==> src/rtl/imem_prog.sv <==
// Synchronous-read instruction memory: clears itself to NOP after reset, loads programs through a word-write port, 1-cycle fetch with stall hold.
// Build option IMEM_FAULT_EN: flags misaligned and out-of-range fetches and returns NOP for them.
module imem_prog #(
  parameter int          DEPTH = 64,
  parameter int          AW    = $clog2(DEPTH),
  parameter logic [31:0] NOP   = 32'h0000_0013
) (
  input  logic        clk,
  input  logic        reset,
  input  logic        fetch_req,
  input  logic [31:0] fetch_addr,
  output logic        fetch_ready,
  output logic        fetch_valid,
  output logic [31:0] fetch_instr,
  output logic [1:0]  fetch_fault,
  input  logic        stall,
  input  logic        prog_we,
  input  logic [31:0] prog_addr,
  input  logic [31:0] prog_data,
  output logic        busy
);

  typedef enum logic {CLEAR, RUN} state_t;

  state_t        state, state_nxt;
  logic [AW-1:0] clr_idx;
  logic [31:0]   mem [DEPTH];
  logic [AW-1:0] fetch_idx, prog_idx;
  logic          accept, misaligned, out_of_range, prog_wr;
  logic [31:0]   rd_word;
  logic          unused_prog_bits;

  assign fetch_idx        = fetch_addr[AW+1:2];
  assign prog_idx         = prog_addr[AW+1:2];
  assign unused_prog_bits = ^{prog_addr[31:AW+2], prog_addr[1:0]};

`ifdef IMEM_FAULT_EN
  assign misaligned   = |fetch_addr[1:0];
  assign out_of_range = |fetch_addr[31:AW+2];
`else
  logic unused_fetch_bits;
  assign unused_fetch_bits = ^{fetch_addr[31:AW+2], fetch_addr[1:0]};
  assign misaligned        = 1'b0;
  assign out_of_range      = 1'b0;
`endif

  always_ff @(posedge clk or posedge reset) begin
    if (reset) begin
      state   <= CLEAR;
      clr_idx <= '0;
    end else begin
      state <= state_nxt;
      if (state == CLEAR) clr_idx <= clr_idx + 1'b1;
    end
  end

  always_comb begin
    state_nxt   = state;
    busy        = 1'b0;
    fetch_ready = 1'b0;
    case (state)
      CLEAR: begin
        busy = 1'b1;
        if (clr_idx == AW'(DEPTH - 1)) state_nxt = RUN;
      end
      RUN: fetch_ready = !(fetch_valid && stall);
      default: state_nxt = CLEAR;
    endcase
  end

  assign accept  = fetch_req && fetch_ready;
  assign prog_wr = prog_we && (state == RUN);

  // Same-word write and fetch in one cycle: the fetch sees the new data.
  assign rd_word = (prog_wr && (prog_idx == fetch_idx)) ? prog_data : mem[fetch_idx];

  // Array has no reset; the sweep rewrites every word once reset releases.
  always_ff @(posedge clk) begin
    if (!reset) begin
      if (state == CLEAR) mem[clr_idx] <= NOP;
      else if (prog_wr)   mem[prog_idx] <= prog_data;
    end
  end

  always_ff @(posedge clk or posedge reset) begin
    if (reset) begin
      fetch_valid <= 1'b0;
      fetch_instr <= NOP;
      fetch_fault <= 2'b00;
    end else if (accept) begin
      fetch_valid <= 1'b1;
      fetch_instr <= (misaligned || out_of_range) ? NOP : rd_word;
      fetch_fault <= {out_of_range, misaligned};
    end else if (!(fetch_valid && stall)) begin
      fetch_valid <= 1'b0;
    end
  end

endmodule

==> config.mk <==
export PLATFORM = sky130hd
export DESIGN_NAME = imem_prog
export DESIGN_NICKNAME = d
export VERILOG_FILES = /design/src/rtl/imem_prog.sv
export SDC_FILE = /design/constraint.sdc
export NUM_CORES = 2
export LEC_CHECK = 0
export CORE_UTILIZATION = 36
export CTS_CLUSTER_DIAMETER = 80
export DETAILED_ROUTE_END_ITERATION = 6
export DONT_BUFFER_PORTS = 1
export PLACE_DENSITY = 0.53
export SLEW_MARGIN = 10
export SYNTH_ARGS = -nofsm -noshare
export SYNTH_HDL_FRONTEND = slang
export SYNTH_SLANG_ARGS = --single-unit
==> constraint.sdc <==
create_clock -name clk -period 4.3 [get_ports clk]
set_clock_uncertainty 0.2 [all_clocks]
set_input_delay 1.29 -clock clk [delete_from_list [all_inputs] [get_ports clk]]
set_output_delay 1.29 -clock clk [all_outputs]
set_load 0.01 [all_outputs]
Yosys cells after proc, flatten, opt, wreduce, memory -nomap -nowiden
Memories as Yosys holds them, arrays and structs flattened. Index checks and enable logic that the tools add are counted.

Add/sub/neg operators: 1. Equal/unequal tests: 3. Multiplexer cells: 16. Reduce and logical (&&, ||, !) cells: 6.

Operators by type and width (number): 2-to-1 mux 32 bit (2); OR reduction 32 bit (1); 2-to-1 mux 1 bit (13); adder 6 x 1 -> 6 bit (second input constant) (1); == test 6 bit (1); == test 6 bit (second input constant) (1); 2-to-1 mux 6 bit (1); logical AND 1 bit (4); inequality test 2 bit (second input constant) (1); zero test 1 bit (1).

Register bits: 40. Memory bits (writable): 2048. Bits of input ports: 101. Word-level logic and storage cells: 31. Memories: 1.

Memories: mem (depth 64, width 32, read ports 1, clocked after Yosys merged registers in 0, wr ports 1, line 27) `logic [31:0] mem [DEPTH];`.

Depth between registers and ports, before layout
Depth after elaboration: 7. Depth in mapped cells: 13. Mapped depth without buffers: 6.

Worst setup path after synthesis
Ideal clock, no wire load.

Kind: input port to flip-flop. Start point: input port reset. End point: memory mem[21][0], enable pin. Data arrival time: 4.509 ns. Data required time: 3.679 ns. Path slack: -0.830 ns. Stages on the path: 6. Cells stage by stage: inv_1 nand3_1 or3_1 o21ai_0 nand2_1 nor2_1.

Word-level cells in the longest chain between the ends: 4. Elaborated cells between the ends (all ways): 7.

Ends and longest elaborated chain: from (decl) (line 9) `input logic reset,`; 2-to-1 mux 1 bit (line 79) `if (!reset) begin`; 2-to-1 mux 1 bit (implied by the code) (line 81) `else if (prog_wr) mem[prog_idx] <= prog_data;`; OR reduction 32 bit (no line); 2-to-1 mux 6 bit (no line) / 2-to-1 mux 1 bit (equally long branches); to (decl) (line 27).

Parallel ways exist; a longest one is shown, timed or not.

Final worst setup path
Start point: input port fetch_addr[2]. End point: register fetch_instr[2].

Word-level cells in the longest chain between the ends: 3. Elaborated cells between the ends (all ways): 4.

Ends and longest elaborated chain: from (decl) (line 11) `input logic [31:0] fetch_addr,`; parallel branches: the longest is 2 deep, another holds memory read (64 x 32 bit); 2-to-1 mux 32 bit (*) (line 75) `assign rd_word = (prog_wr && (prog_idx == fetch_idx)) ? prog_data : mem[fetch_idx];`; to (signal assigned) (line 92) `fetch_instr <= (misaligned || out_of_range) ? NOP : rd_word;`; to (decl) (line 14) `output logic [31:0] fetch_instr,`.

Every way passes the cells marked *. A chain may end at the register's enable or synchronous reset.

==> out/results.txt <==
number of synthesized flops with an enable pin - 2048
H-tree Lvls - 4
CP max stage cell - mux2i_1
Post-CTS Resized - 0
Cell Rows - 173
Tcrit/Tclk final - 0.950
RSZ-0062 raised after global routing - no
PortBufs - 0
Final GP Congestion - 0.767
Pins Over Slew Limit - 84
crit path cell chain - buf_16, buf_16, mux4_2, mux4_2, mux2i_1, nor2_1, or4_1
Slew @ Worst Pin - 1.60 ns
Ports - 138
crit path launch type - primary input
maximum vdd ir drop - 0.396 mV
hold_sp - clr_idx[5]$_DFFE_PP0N_
Yosys reg bits - 2088
clock sink count - 2088
Primary FF master, synth - edfxtp_1
Starting Density - 0.362
gr usage total - 0.178
crit-path max cell delay - 0.68 ns
placed cells - 6432
Final Critical Period - 4.09 ns
Avg Cell Area, Syn - 23.2 µm²
Critical Path AT - 4.58 ns
CP endpoint kind - register
Area growth syn-to-layout - 15.3%
global-route wire length before repair - 285000 µm
WHS - 0.375 ns
area of the multi-input gates - 17600 µm²
antenna violations before repair - 1
GR Overflow Total - 0
final hold vios - 0
Pleak - 0.0257 µW
DRT antenna net count - 0
Max Cap Viol - 0
HPWL after DPL - 108000 µm
die width - 475 µm
Reg area - 62500 µm²
yosys warns - 0
Die Y - 475 µm
Worst-path clk slew - 0.06 ns
drt pass-1 iters - 5
Via-to-Cell Ratio - 5.35
Buffers & Inverters on Critical Path - 2
cell family with most CP delay - multiplexers
# DRC - 0
largest net degree at the start of global routing - 533
Syn Std Cell Area - 80400 µm²
pwr dens - 435 nW/µm²
crit path kind - primary input to register
WL/cell - 29.5 µm
failing checks - slew limit
postcts setup bufs - 0
Total Routed Length - 202000 µm
area of the core - 222000 µm²
hold crit path type - register to register
1st-iter DRT viols - 3487
Max clock buf depth - 3
Final Cell Area - 92700 µm²
die area - 225000 µm²
Crit path required time - 4.80 ns
proportion of layout cells with a drive suffix above 1 - 0.311
non-filler cells in the finished layout - 6834
Post-synth ARST share - 0.0192
via count - 36574
Worst Setup SP - fetch_addr[2]
CTS tree - yes
Placement Cell Area - 85900 µm²
r2r startpoint - state$_DFF_PP0_
nets - 3784
Max FO, Critical Path - 122
vias in the first global route - 37658
sequential cell area fraction in the yosys report - 0.777
clk root buf - clkbuf_16
Yosys cell types - 54
final setup fails - 0
worst skew pair latency - 0.82 ns
cell count after synthesis - 3459
Slew headroom - -0.0637
# hold bufs at CTS - 0
CTS Buf Count - 215
status - complete, but fails checks
Filler Cells Inserted - 19287
fmax - 245 MHz
through the flow:
stage	power, µW	utilization	setup slack [ns]	setup TNS (ns)
2_1_floorplan	23200	-	-0.318	-136.20
3_3_place_gp	23100	0.387	0.0387	0
3_5_place_dp	23100	0.387	-0.170	-0.467
4_1_cts	40600	0.416	0.772	0
5_1_grt	41500	0.417	0.154	0
6_report	40300	0.417	0.214	0
sequential cells by signal (all words and copies together), names as in the netlist:
name         flops
mem           2048
clr_idx          6
fetch_valid      1
state            1
fetch_instr     32
routing by layer:
metal  vias to the layer above  routed length (µm)  global-route usage
met2                       943              102000               0.299
met3                       263                9250              0.0232
met5                         -                   0                   0
met1                     20197               86100               0.243
li1                      15171                   -                   -
met4                         0                4850              0.0485
report_power, final:
part	total, µW	internal [µW]	switching [µW]
sequential	22000	22000	1.88
combinational	828	480	348
clock	17500	9940	7560
Yosys cell counts (all sizes together) (6+ instances only):
| master | count | share of area |
|---|---|---|
| nand2 | 44 | 0.0021 |
| or4 | 28 | 0.0027 |
| edfxtp | 2048 | 0.76 |
| clkbuf | 89 | 0.0042 |
| o21ai | 12 | 0.00075 |
| and2 | 30 | 0.0023 |
| o22ai | 20 | 0.0016 |
| dfrtp | 37 | 0.012 |
| nand2b | 9 | 0.00070 |
| buf | 99 | 0.0066 |
| a22oi | 8 | 0.00075 |
| nor4 | 7 | 0.00073 |
| xor2 | 7 | 0.00076 |
| mux4 | 596 | 0.17 |
| mux2i | 67 | 0.0083 |
| a211oi | 6 | 0.00056 |
| mux2 | 19 | 0.0027 |
| nor2 | 156 | 0.0073 |
| nor2b | 61 | 0.0047 |
| a21oi | 35 | 0.0022 |
| nand3 | 13 | 0.00081 |
path summary, 6_finish.rpt:
path / endpoint / slack, ns / depth (start not counted)
min in group asynchronous: clr_idx[2]$_DFFE_PP0N_ / 0.40 / 2
worst min-delay path: clr_idx[5]$_DFFE_PP0N_ / 0.38 / 1
worst min register to register: clr_idx[5]$_DFFE_PP0N_ / 0.38 / 1
max in group asynchronous: fetch_instr[24]$_DFFE_PP0P_ / 2.86 / 2
worst max-delay path: fetch_instr[2]$_DFFE_PP0P_ / 0.21 / 7
worst max register to register: mem[0][17]$_DFFE_PP_ / 1.11 / 6
cell type report:
type	instances	share of cell area
clock inverter	87	0.00660
timing repair buffer	193	0.0251
antenna	5	0.000135
tap	2975	0.0401
multi-input combinational	1180	0.189
sequential	2088	0.674
inverter	4	0.000202
clock buffer	302	0.0642
cell usage in the layout (no fill, tap or decap), types with 20 or more instances in the layout:
cell type	instances
a21oi_1	35
and2_2	29
buf_12	58
buf_4	127
clkbuf_1	68
clkbuf_16	224
clkinv_1	36
clkinv_2	35
dfrtp_1	37
edfxtp_1	2048
mux2i_1	67
mux4_2	596
nand2_1	43
nor2_1	91
nor2_4	65
nor2b_1	61
o22ai_1	20
or4_1	27
kinds of logic (layout without fill, tap and decap cells):
| group | Yosys count | after routing | share of synthesized area |
|---|---|---|---|
| xor gates and xnor gates | 11 | 11 | 0.00120 |
| DFF | 2088 | 2088 | 0.777 |
| muxes | 682 | 682 | 0.178 |
| adders and majority gates | 1 | 1 | 0.000156 |
| buffers and inverters | 192 | 586 | 0.0110 |
| and+or+nand+nor | 371 | 371 | 0.0234 |
| other | 1 | 7 | 0.0000466 |
| AOI/OAI and AO/OA | 113 | 113 | 0.00901 |
Note: power is estimated with default switching activity, not from simulation.
